$ cat src/rtl/vend_if.sv
// Vending controller bus: groups the customer/dispenser inputs and the status
// outputs of vend_ctrl.
//   master : drives coin, sel_valid, sel_item, cancel, disp_ack;
//            observes credit, disp_req, disp_item, chg_pulse, coin_reject,
//            sel_err, disp_fault, busy
//   slave  : the controller side (directions reversed)
interface vend_if #(
    parameter int CREDIT_W = 6
);
    logic [1:0]          coin;
    logic                sel_valid;
    logic [1:0]          sel_item;
    logic                cancel;
    logic                disp_ack;
    logic [CREDIT_W-1:0] credit;
    logic                disp_req;
    logic [1:0]          disp_item;
    logic                chg_pulse;
    logic                coin_reject;
    logic                sel_err;
    logic                disp_fault;
    logic                busy;

    modport master (
        output coin, sel_valid, sel_item, cancel, disp_ack,
        input  credit, disp_req, disp_item, chg_pulse, coin_reject,
               sel_err, disp_fault, busy
    );

    modport slave (
        input  coin, sel_valid, sel_item, cancel, disp_ack,
        output credit, disp_req, disp_item, chg_pulse, coin_reject,
               sel_err, disp_fault, busy
    );
endinterface

$ cat src/rtl/vend_ctrl.sv
// Vending machine controller: accumulates coin credit, dispenses a selected
// item when credit covers its price, and pays change back one unit per pulse.
//   clk  : system clock, all state changes on the rising edge
//   rst  : asynchronous active-low reset
//   bus  : vend_if slave (coin/selection/cancel/ack in; credit, dispense
//          request and event pulses out, all registered)
//
//   state      | meaning
//   -----------+------------------------------------------------------------
//   S_IDLE     | no credit, waiting for the first coin
//   S_CREDIT   | credit held, accepting coins / selection / cancel
//   S_DISPENSE | disp_req high, waiting for disp_ack or watchdog expiry
//   S_CHANGE   | returning remaining credit, one chg_pulse per unit
module vend_ctrl #(
    parameter int CREDIT_W   = 6,
    parameter int MAX_CREDIT = 40,
    parameter int PRICE0     = 3,
    parameter int PRICE1     = 4,
    parameter int PRICE2     = 5,
    parameter int PRICE3     = 6,
    parameter int TIMEOUT    = 1023
) (
    input  logic   clk,
    input  logic   rst,
    vend_if.slave  bus
);

    // The timer is loaded with TIMEOUT-1 and fires when it sits at zero on a
    // quiet cycle, i.e. on the TIMEOUT-th consecutive cycle without activity.
    localparam int TMR_W = (TIMEOUT < 2) ? 1 : $clog2(TIMEOUT);
    localparam logic [TMR_W-1:0] TMR_LOAD = TMR_W'(TIMEOUT - 1);
    localparam logic [CREDIT_W:0] MAX_SUM = (CREDIT_W + 1)'(MAX_CREDIT);

    typedef enum logic [1:0] {
        S_IDLE     = 2'd0,
        S_CREDIT   = 2'd1,
        S_DISPENSE = 2'd2,
        S_CHANGE   = 2'd3
    } state_t;

    state_t              state_q, state_d;
    logic [CREDIT_W-1:0] credit_q, credit_d;
    logic [TMR_W-1:0]    timer_q, timer_d;
    logic                disp_req_q, disp_req_d;
    logic [1:0]          disp_item_q, disp_item_d;
    logic                chg_q, chg_d;
    logic                rej_q, rej_d;
    logic                sel_err_q, sel_err_d;
    logic                fault_q, fault_d;
    logic                busy_q;
    logic                activity;

    logic [1:0]          coin_val;
    logic                coin_present;
    logic [CREDIT_W:0]   credit_sum;
    logic                coin_fits;
    logic [CREDIT_W-1:0] sel_price;
    logic [CREDIT_W-1:0] item_price;

    function automatic logic [CREDIT_W-1:0] price_of(input logic [1:0] item);
        case (item)
            2'd0:    return CREDIT_W'(PRICE0);
            2'd1:    return CREDIT_W'(PRICE1);
            2'd2:    return CREDIT_W'(PRICE2);
            default: return CREDIT_W'(PRICE3);
        endcase
    endfunction

    // Code 01 carries no value and is neither accepted nor rejected.
    always_comb begin
        case (bus.coin)
            2'b10:   coin_val = 2'd1;
            2'b11:   coin_val = 2'd2;
            default: coin_val = 2'd0;
        endcase
    end

    assign coin_present = (coin_val != 2'd0);
    // One extra bit so the over-limit test itself can never wrap.
    assign credit_sum   = {1'b0, credit_q} + (CREDIT_W + 1)'(coin_val);
    assign coin_fits    = (credit_sum <= MAX_SUM);
    assign sel_price    = price_of(bus.sel_item);
    assign item_price   = price_of(disp_item_q);

    always_comb begin
        state_d     = state_q;
        credit_d    = credit_q;
        timer_d     = timer_q;
        disp_req_d  = disp_req_q;
        disp_item_d = disp_item_q;
        chg_d       = 1'b0;
        rej_d       = 1'b0;
        sel_err_d   = 1'b0;
        fault_d     = 1'b0;
        activity    = 1'b0;

        case (state_q)
            S_IDLE: begin
                if (bus.sel_valid) begin
                    sel_err_d = 1'b1;
                end
                if (coin_present) begin
                    if (!bus.sel_valid && !bus.cancel && coin_fits) begin
                        credit_d = credit_sum[CREDIT_W-1:0];
                        state_d  = S_CREDIT;
                    end else begin
                        rej_d = 1'b1;
                    end
                end
            end

            S_CREDIT: begin
                if (bus.cancel) begin
                    rej_d   = coin_present;
                    state_d = S_CHANGE;
                end else if (bus.sel_valid) begin
                    rej_d    = coin_present;
                    activity = 1'b1;
                    if (credit_q >= sel_price) begin
                        credit_d    = credit_q - sel_price;
                        disp_item_d = bus.sel_item;
                        disp_req_d  = 1'b1;
                        state_d     = S_DISPENSE;
                    end else begin
                        sel_err_d = 1'b1;
                    end
                end else if (coin_present && coin_fits) begin
                    credit_d = credit_sum[CREDIT_W-1:0];
                    activity = 1'b1;
                end else begin
                    // A rejected coin does not count as activity.
                    rej_d = coin_present;
                    if (timer_q == '0) begin
                        state_d = S_CHANGE;
                    end else begin
                        timer_d = timer_q - 1'b1;
                    end
                end
            end

            S_DISPENSE: begin
                rej_d = coin_present;
                if (bus.disp_ack) begin
                    disp_req_d = 1'b0;
                    state_d    = (credit_q != '0) ? S_CHANGE : S_IDLE;
                end else if (timer_q == '0) begin
                    // Dispenser never answered: refund the item price.
                    fault_d    = 1'b1;
                    credit_d   = credit_q + item_price;
                    disp_req_d = 1'b0;
                    state_d    = S_CHANGE;
                end else begin
                    timer_d = timer_q - 1'b1;
                end
            end

            S_CHANGE: begin
                rej_d = coin_present;
                // Pulse high then low per unit; leave once credit is gone.
                if (credit_q == '0) begin
                    state_d = S_IDLE;
                end else if (!chg_q) begin
                    chg_d    = 1'b1;
                    credit_d = credit_q - 1'b1;
                end
            end

            default: begin
                state_d = S_IDLE;
            end
        endcase

        if (activity || (state_d != state_q)) begin
            timer_d = TMR_LOAD;
        end
    end

    always_ff @(posedge clk or negedge rst) begin
        if (!rst) begin
            state_q     <= S_IDLE;
            credit_q    <= '0;
            timer_q     <= '0;
            disp_req_q  <= 1'b0;
            disp_item_q <= 2'd0;
            chg_q       <= 1'b0;
            rej_q       <= 1'b0;
            sel_err_q   <= 1'b0;
            fault_q     <= 1'b0;
            busy_q      <= 1'b0;
        end else begin
            state_q     <= state_d;
            credit_q    <= credit_d;
            timer_q     <= timer_d;
            disp_req_q  <= disp_req_d;
            disp_item_q <= disp_item_d;
            chg_q       <= chg_d;
            rej_q       <= rej_d;
            sel_err_q   <= sel_err_d;
            fault_q     <= fault_d;
            busy_q      <= (state_d == S_DISPENSE) || (state_d == S_CHANGE);
        end
    end

    assign bus.credit      = credit_q;
    assign bus.disp_req    = disp_req_q;
    assign bus.disp_item   = disp_item_q;
    assign bus.chg_pulse   = chg_q;
    assign bus.coin_reject = rej_q;
    assign bus.sel_err     = sel_err_q;
    assign bus.disp_fault  = fault_q;
    assign bus.busy        = busy_q;

endmodule
$ cat src/flat_wrapper.sv
// flat-port wrapper written by rule: the top's interface ports become plain ports
module vend_ctrl_flat 
#(
    parameter int CREDIT_W   = 6,
    parameter int MAX_CREDIT = 40,
    parameter int PRICE0     = 3,
    parameter int PRICE1     = 4,
    parameter int PRICE2     = 5,
    parameter int PRICE3     = 6,
    parameter int TIMEOUT    = 1023
)
  (clk, rst, bus_coin, bus_sel_valid, bus_sel_item, bus_cancel, bus_disp_ack, bus_credit, bus_disp_req, bus_disp_item, bus_chg_pulse, bus_coin_reject, bus_sel_err, bus_disp_fault, bus_busy);
  vend_if #(.CREDIT_W(CREDIT_W)) bus_i ();
  input  logic clk;
  input  logic rst;
  input wire logic [$bits(bus_i.coin)-1:0] bus_coin;
  input wire logic [$bits(bus_i.sel_valid)-1:0] bus_sel_valid;
  input wire logic [$bits(bus_i.sel_item)-1:0] bus_sel_item;
  input wire logic [$bits(bus_i.cancel)-1:0] bus_cancel;
  input wire logic [$bits(bus_i.disp_ack)-1:0] bus_disp_ack;
  output wire logic [$bits(bus_i.credit)-1:0] bus_credit;
  output wire logic [$bits(bus_i.disp_req)-1:0] bus_disp_req;
  output wire logic [$bits(bus_i.disp_item)-1:0] bus_disp_item;
  output wire logic [$bits(bus_i.chg_pulse)-1:0] bus_chg_pulse;
  output wire logic [$bits(bus_i.coin_reject)-1:0] bus_coin_reject;
  output wire logic [$bits(bus_i.sel_err)-1:0] bus_sel_err;
  output wire logic [$bits(bus_i.disp_fault)-1:0] bus_disp_fault;
  output wire logic [$bits(bus_i.busy)-1:0] bus_busy;
  assign bus_i.coin = bus_coin;
  assign bus_i.sel_valid = bus_sel_valid;
  assign bus_i.sel_item = bus_sel_item;
  assign bus_i.cancel = bus_cancel;
  assign bus_i.disp_ack = bus_disp_ack;
  assign bus_credit = bus_i.credit;
  assign bus_disp_req = bus_i.disp_req;
  assign bus_disp_item = bus_i.disp_item;
  assign bus_chg_pulse = bus_i.chg_pulse;
  assign bus_coin_reject = bus_i.coin_reject;
  assign bus_sel_err = bus_i.sel_err;
  assign bus_disp_fault = bus_i.disp_fault;
  assign bus_busy = bus_i.busy;
  vend_ctrl #(.CREDIT_W(CREDIT_W), .MAX_CREDIT(MAX_CREDIT), .PRICE0(PRICE0), .PRICE1(PRICE1), .PRICE2(PRICE2), .PRICE3(PRICE3), .TIMEOUT(TIMEOUT)) u_core (.clk(clk), .rst(rst), .bus(bus_i));
endmodule
$ cat config.mk
export PLATFORM = sky130hd
export DESIGN_NAME = vend_ctrl_flat
export DESIGN_NICKNAME = d
export VERILOG_FILES = /design/src/rtl/vend_if.sv /design/src/rtl/vend_ctrl.sv /design/src/flat_wrapper.sv
export SDC_FILE = /design/constraint.sdc
export NUM_CORES = 1
export LEC_CHECK = 0
export BUFFER_PORTS_ARGS = -buffer_cell sky130_fd_sc_hd__buf_4
export CELL_PAD_IN_SITES_DETAIL_PLACEMENT = 1
export CELL_PAD_IN_SITES_GLOBAL_PLACEMENT = 1
export CORE_MARGIN = 3
export CORE_UTILIZATION = 45
export CTS_CLUSTER_DIAMETER = 200
export CTS_CLUSTER_SIZE = 25
export DETAILED_ROUTE_END_ITERATION = 10
export PLACE_DENSITY = 0.76
export SETUP_SLACK_MARGIN = 0.3
export SLEW_MARGIN = 20
export SYNTH_ARGS = -nofsm -noshare
export SYNTH_HDL_FRONTEND = slang
export SYNTH_SLANG_ARGS = --single-unit
$ cat constraint.sdc
create_clock -name clk -period 6.04 [get_ports clk]
set_input_delay 0.302 -clock clk [delete_from_list [all_inputs] [get_ports clk]]
set_output_delay 0.302 -clock clk [all_outputs]
set_load 0.02 [all_outputs]
==> metrics.md, run 1 <==
| Metric | Value |
|---|---|
| Status | complete, no violations |
| Mean Syn Cell Area | 8.41 µm² |
| Syn Nets | between 300 and 400 |
| GRT Total Usage | 0.237 |
| Slew HR | 0.415 |
| Worst reg2reg path startpoint | u_core.bus.credit[1] |
| Clock tree buffer depth | 2 |
| Critical path depth in cells | 9 |
| Worst skew pair latency | 0.28 ns |
| Post-DP HPWL | about 5.4 mm |
| Seq/Total Area, Yosys | 0.263 |
| Final Skew | about 0.0071 ns |
| Setup_tns | 0 ns |
| IO Count | 23 |
| Remaining antenna violation count | 0 |
| Die width | 80.1 µm |
| Drt pass-1 iters | 4 |
| Mapped Cells | ~290 |
| Critical path endpoint | u_core.timer_q[9] |
| Routed WL | just under 7 mm |
| Gates resized, CTS repair | 0 |
| Initial Utilization | 0.475 |
| Post-route non-filler standard cell count | 382 |
| Crit-path slowest cell | dfrtp_1 |
| Area of the multi-input gates | about 1700 µm² |
| Data arrival, critical path | between 3 and 4 ns |
| Clk sink count | 26 |
| First-pass GRT wire length | 12.0 mm |
| VDD IR-drop max | between 0.3 and 0.4 mV |
| Post-CTS setup buffers | 0 |
| FMAX | 0.297 GHz |
| Post-synth top area share | 0.263 |
| # diodes | 0 |
| Register area | 651 µm² |
| Util after Layout | 0.526 |
| Crit path capture type | flop |
| Vias in the first global route | 2422 |
| Routed WL per cell | roughly 18 µm |
| Syn. warnings | 0 |
| Placer Congestion | between 0.8 and 0.9 |
| CTS root buf | clkbuf_8 |
| CTS clk-pin slew, worst paths | about 0.10 ns |
| DRC viols | 0 |
| Via-to-Cell Ratio | approximately 6.0 |
| Synthesis-stage register bit count | 26 |
| Final-report hold violation count | 0 |
| Max Cap Viol | 0 |
| Min cycle time layout | about 3.4 ns |
| Core Area | between 5000 and 6000 µm² |
| Placement Rows | 26 |
| Most used cell, CP | nand3_1 |
| Bufs and invs on worst path | 1 |
| Grt ovf | 0 |
| R2r setup slk | 2.68 ns |
| Crit path from | u_core.bus.credit[1] |
| Worst Path Max Fanout | 10 |
| Initial antenna violation count | 0 |
| Pwr/cell area | between 600 and 700 nW/µm² |
| Synth area leader | dfrtp_1 |
| Async SR Flop Fraction | 1.00 |
| Post-synth EDFFs | 0 |
| Initial DRC Count | roughly 160 |
| Crit path largest cell delay | about 0.66 ns |
| DP Worst Slack | about 2.7 ns |
| Static Leakage | 0.00114 µW |
| Placed cells | between 300 and 400 |
| Most common flop cell mapped by yosys | dfrtp_1 |
| Nets@finish | roughly 350 |
| Cell Area, Synth | 2470 µm² |
| Worst EP required | 6.26 ns |
| Fin crit share | 0.557 |
| Fill count | roughly 660 |
| CTS tree | yes |
| Final worst setup slack | ~2.7 ns |
| DR vias | around 2300 |
| CP Class | flop to flop |
| Worst Setup Start Kind | flop |
| Reg2Reg Depth | 9 |
| Slew of the pin with the lowest slew margin | 0.876 ns |
| Crit-path cells | inv_1 > fa_1 > xor2_1 > and3_1 > o21a_1 > a21boi_1 > nand3_1 > or4_1 > nand3_1 |
| Largest net degree at the start of global routing | 27 |
| Synth top cells by count | dfrtp_1, nand2_1, nor2_1, ha_1, inv_1 |
| Worst r2r dst | u_core.timer_q[9] |
| Max-slew violation count | 0 |
| Crit path max-delay family | simple AND/OR/NAND/NOR gates |
| Worst hold slack | roughly 0.23 ns |
| TritonCTS buffer count | 3 |
| Count of hold-fix buffers inserted at cts | 1 |
| Synth unique cells | between 60 and 70 |
| Die area | 6420 µm² |
| IO buf count | 22 |
| Layout cells sized above 1 | 0.122 |
| Synth area leaders | dfrtp_1, ha_1, xor2_1 |
| Synth-to-Final Area Change | 10.7% |
| Hold Path Class | input port to flop |
| Setup Viol. Count Final | 0 |
| Chip height | approximately 80 µm |
| RSZ-0062 raised after global routing | no |
| Max H-tree Level | 1 |
-- worst reg2reg max path, stage by stage (launching register included) --
cell      delay (ns)
dfrtp_1         0.66
inv_1           0.16
fa_1            0.53
xor2_1          0.17
and3_1          0.23
o21a_1          0.22
a21boi_1        0.57
nand3_1         0.23
or4_1           0.44
nand3_1         0.10
-- through the flow --
step,total power [µW],cell area [µm²]
2_1_floorplan,1230,2470
3_3_place_gp,1520,2660
3_5_place_dp,1550,2660
4_1_cts,1710,2740
5_1_grt,1880,2740
6_report,1700,2740
-- per-layer routing --
layer | vias up | part of all wire | track usage
li1 | 1108 | - | -
met2 | 45 | 0.49 | 0.397
met3 | 10 | 0.036 | 0.0404
met1 | 1117 | 0.46 | 0.317
met5 | - | 0 | 0
met4 | 0 | 0.014 | 0.0557
-- worst min-delay path by stage --
| stage | start | cells past startpoint | to |
|---|---|---|---|
| 2_1_floorplan | rst | 0 | u_core.bus.busy |
| 3_3_place_gp | rst | 1 | u_core.bus.credit[2] |
| 3_5_place_dp | rst | 1 | u_core.bus.credit[5] |
| 5_1_grt | bus_disp_ack | 2 | u_core.bus.disp_fault |
| 4_1_cts | bus_disp_ack | 2 | u_core.bus.disp_fault |
| 6_report | bus_disp_ack | 2 | u_core.bus.disp_fault |
-- flip-flops by register name, summed over array words and instances (netlist names) --
name and count:
u_core.state_q 2, u_core.bus.busy 1, u_core.bus.credit 6, u_core.bus.coin_reject 1, u_core.bus.disp_fault 1, u_core.bus.disp_req 1, u_core.timer_q 10, u_core.bus.sel_err 1
u_core.bus.disp_item 2, u_core.bus.chg_pulse 1
-- cells in the final DEF (no fill, tap or decap), drive strengths merged, types with 3 or more instances in the layout --
master,netlist,layout
a211o,3,3
a21oi,17,17
and2,4,4
and3,7,7
buf,3,22
clkbuf,6,3
dfrtp,26,26
fa,3,3
ha,21,21
inv,19,19
nand2,27,27
nand2b,7,7
nand3,8,8
nand4,6,6
nor2,24,24
nor2b,5,5
nor3,6,6
nor3b,3,3
nor4,5,5
o211ai,7,7
o21a,6,6
o21ai,18,18
o21bai,3,3
o22ai,3,3
or3,3,3
xnor2,4,4
xor2,12,12
-- power breakdown --
part | switching [µW] | leakage, µW | internal [µW]
combinational | 705 | 0.000814 | 500
clock | 61.5 | 0.0000357 | 88.9
sequential | 114 | 0.000289 | 231
total | 881 | 0.00114 | 820
-- layout make-up --
| type | instances | share of cell area |
|---|---|---|
| multi-input cells | 240 | 0.614 |
| flip-flops and latches | 26 | 0.238 |
| repair buffers | 23 | 0.0640 |
| well taps | 70 | 0.0320 |
| inverters | 19 | 0.0261 |
| clock buffers | 3 | 0.0151 |
| clock inverters | 1 | 0.0110 |
-- kinds of logic after synthesis --
logic type / synth area share
fa+ha+maj: 0.131
simple gates: 0.241
mux: 0.00860
flops: 0.263
buf+inv: 0.0572
compound gates: 0.243
xor+xnor: 0.0566
Power figures use the tool's default switching activity.
==> run 2: changes to the inputs <==
- CORE_UTILIZATION: 45 -> 41
- PLACE_DENSITY: 0.76 -> 0.73
- clock period: 6.04 -> 2.9 ns (I/O delays scaled with it)
==> metrics.md, run 2 (same netlist as run 1, synthesis figures left out) <==
| Metric | Value |
|---|---|
| Status | complete, but fails checks |
| Failing checks | negative setup slack |
| RSZ-0062 raised after global routing | yes |
| # diodes | 0 (unchanged) |
| CTS root buf | clkbuf_8 |
| Vias in the first global route | 2774 (+15%) |
| Min cycle time layout | 2.93 ns (-0.435 ns) |
| Crit path capture type | flop |
| Worst skew pair latency | 0.28 ns (about the same) |
| Setup_tns | -0.0794 ns (-0.0794 ns) |
| Placed cells | 411 (+9.0%) |
| Synth-to-Final Area Change | 38.9% |
| Die width | 83.7 µm (+4.4%) |
| IO Count | 23 (unchanged) |
| Initial antenna violation count | 0 (unchanged) |
| Nets@finish | 396 (+14%) |
| Final worst setup slack | -0.0279 ns (-2.70 ns) |
| GRT Total Usage | 0.247 (+0.00990) |
| Data arrival, critical path | 3.10 ns (-0.48 ns) |
| Reg power frac | 0.127 (-0.076) |
| Initial DRC Count | 154 (-4.9%) |
| Chip height | 83.7 µm (+4.4%) |
| Max-slew violation count | 0 (unchanged) |
| TritonCTS buffer count | 3 (unchanged) |
| CTS tree | yes |
| Hold Path Class | input port to flop |
| Final-report hold violation count | 0 (unchanged) |
| Layout cells sized above 1 | 0.378 (+0.257) |
| Most frequent cells in the layout | buf_4, dfrtp_1, nand2_1 |
| Placement Rows | 27 (+3.8%) |
| Design area | 3440 µm² (+26%) |
| Die area | 7000 µm² (+9.0%) |
| CP Class | flop to flop |
| Slew of the pin with the lowest slew margin | 0.512 ns (-0.364 ns) |
| DR vias | 2545 (+12%) |
| CTS clk-pin slew, worst paths | 0.11 ns (about the same) |
| Register area | 653 µm² (+0.38%) |
| Static Leakage | 0.00143 µW (+26%) |
| VDD IR-drop max | 0.670 mV (+120%) |
| Drt pass-1 iters | 4 (unchanged) |
| Combinational share of power | 0.808 (+0.100) |
| Grt ovf | 0 (unchanged) |
| Core Area | 5680 µm² (+9.0%) |
| Max H-tree Level | 1 (unchanged) |
| Area of the multi-input gates | 1940 µm² (+15%) |
| Largest reg by FF count | u_core.timer_q |
| Remaining antenna violation count | 0 (unchanged) |
| Setup Viol. Count Final | 8 (+8) |
| Most common cell after layout, fill and taps aside | buf_4 |
| Switching Share | 0.487 (-0.0309) |
| Clock tree buffer depth | 2 (unchanged) |
| Fin crit share | 1.01 (+0.453) |
| Hold depth | 3 (+1) |
| Clk sink count | 26 (unchanged) |
| DP Area | 2930 µm² (+10%) |
| Pwr/cell area | 1430 nW/µm² (+130%) |
| First-pass GRT wire length | 14.0 mm (+17%) |
| Post-DP HPWL | 6.10 mm (+14%) |
| Total design power | 4930 µW (+190%) |
| Sw power | 2400 µW (+170%) |
| Final Skew | 0.00566 ns (-0.00142 ns) |
| DRC viols | 0 (unchanged) |
| Largest register FFs | 10 (unchanged) |
| IO buf count | 22 (unchanged) |
| Placer Congestion | 0.905 (+5.2%) |
| Initial Utilization | 0.436 (-0.0394) |
| FMAX | 0.342 GHz (+15%) |
| Largest net degree at the start of global routing | 27 (unchanged) |
| Worst Path Max Fanout | 5 (-5) |
| Max Cap Viol | 0 (unchanged) |
| Post-route non-filler standard cell count | 434 (+14%) |
| Util after Layout | 0.606 (+0.0796) |
| Fill count | 665 (+1.1%) |
| Via-to-Cell Ratio | 5.86 (-1.8%) |
| Worst Setup Start Kind | flop |
| Internal power | 2530 µW (+210%) |
| Routed WL per cell | 20.3 µm (+13%) |
| Routed WL | 8.83 mm (+28%) |
| Part of the power in the clock network | 0.065 (-0.023) |
| Slew HR | 0.656 (+0.242) |
| Reg2Reg Depth | 12 (+3) |
| Worst EP required | 3.07 ns (-3.19 ns) |
==> run 2: changes by cell type in the layout (fill, tap and decap cells not counted), sizes merged <==
| cell | change |
|---|---|
| clkinv | +1 |
| buf | +50 |
| inv | -1 |
==> run 2: worst paths after layout <==
path / slack (ns) / to / startpoint
worst max-delay path: -0.03 / u_core.timer_q[1] / u_core.bus.credit[0]
worst min-delay path: 0.08 / u_core.bus.disp_item[1] / bus_sel_item[1]
worst max register to register: -0.03 / u_core.timer_q[1] / u_core.bus.credit[0]
worst min register to register: 0.47 / u_core.bus.chg_pulse / u_core.bus.chg_pulse
max in group asynchronous: 2.31 / u_core.bus.credit[0] / rst
min in group asynchronous: 0.31 / u_core.bus.credit[4] / rst
==> run 2: repair_timing <==
action,in CTS,in global routing
setup endpoints to repair,17,20
buffers inserted,12,5
pin swaps,17,16
hold endpoints to repair,26,0
hold buffers,1,0
resized for setup,24,44
cloned,1,0
==> run 2: routing by layer <==
metal	wire length (µm)	vias up	track usage	part of all wire
met5	0	-	0	0
met4	152	0	0.0731	0.017
met3	256	18	0.0286	0.029
met2	4620	47	0.445	0.52
met1	3800	1272	0.306	0.43
li1	-	1208	-	-
==> run 2: area by class of cell <==
type                            count  share of cell area
Timing Repair Buffer               73               0.174
Sequential cell                    26               0.190
Clock inverter                      1             0.00874
Multi-Input combinational cell    240               0.565
Tap cell                           72              0.0262
Inverter                           19              0.0244
Clock buffer                        3              0.0120
==> run 2: worst max-delay path, stage by stage, from the launching register on <==
cell and delay, ns:
dfrtp_2 0.43, ha_4 0.15, inv_2 0.04, fa_2 0.41, xor2_1 0.16, and3_1 0.17, o21a_1 0.23, buf_4 0.14
o211ai_1 0.30, nand2_2 0.14, a311oi_4 0.38, buf_6 0.18, o211ai_1 0.09
==> run 2: through the flow <==
| step | hold slack (ns) | setup slack [ns] |
|---|---|---|
| after global routing | 0.0696 | -0.0784 |
| after floorplan | -0.151 | 0.214 |
| after CTS | 0.0546 | 0.0847 |
| after detailed placement | 0.0931 | -0.0656 |
| after global placement | 0.0883 | 0.0317 |
| final | 0.0791 | -0.0279 |
==> run 2: power by group through the flow <==
| stage | Sequential [µW] | Clock [µW] | Combinational, µW |
|---|---|---|---|
| 3_5_place_dp | 621 | 0 | 2990 |
| 5_1_grt | 642 | 346 | 4290 |
| 2_1_floorplan | 734 | 0 | 1870 |
| 3_3_place_gp | 621 | 0 | 2880 |
| 6_report | 624 | 322 | 3980 |
| 4_1_cts | 621 | 330 | 3450 |
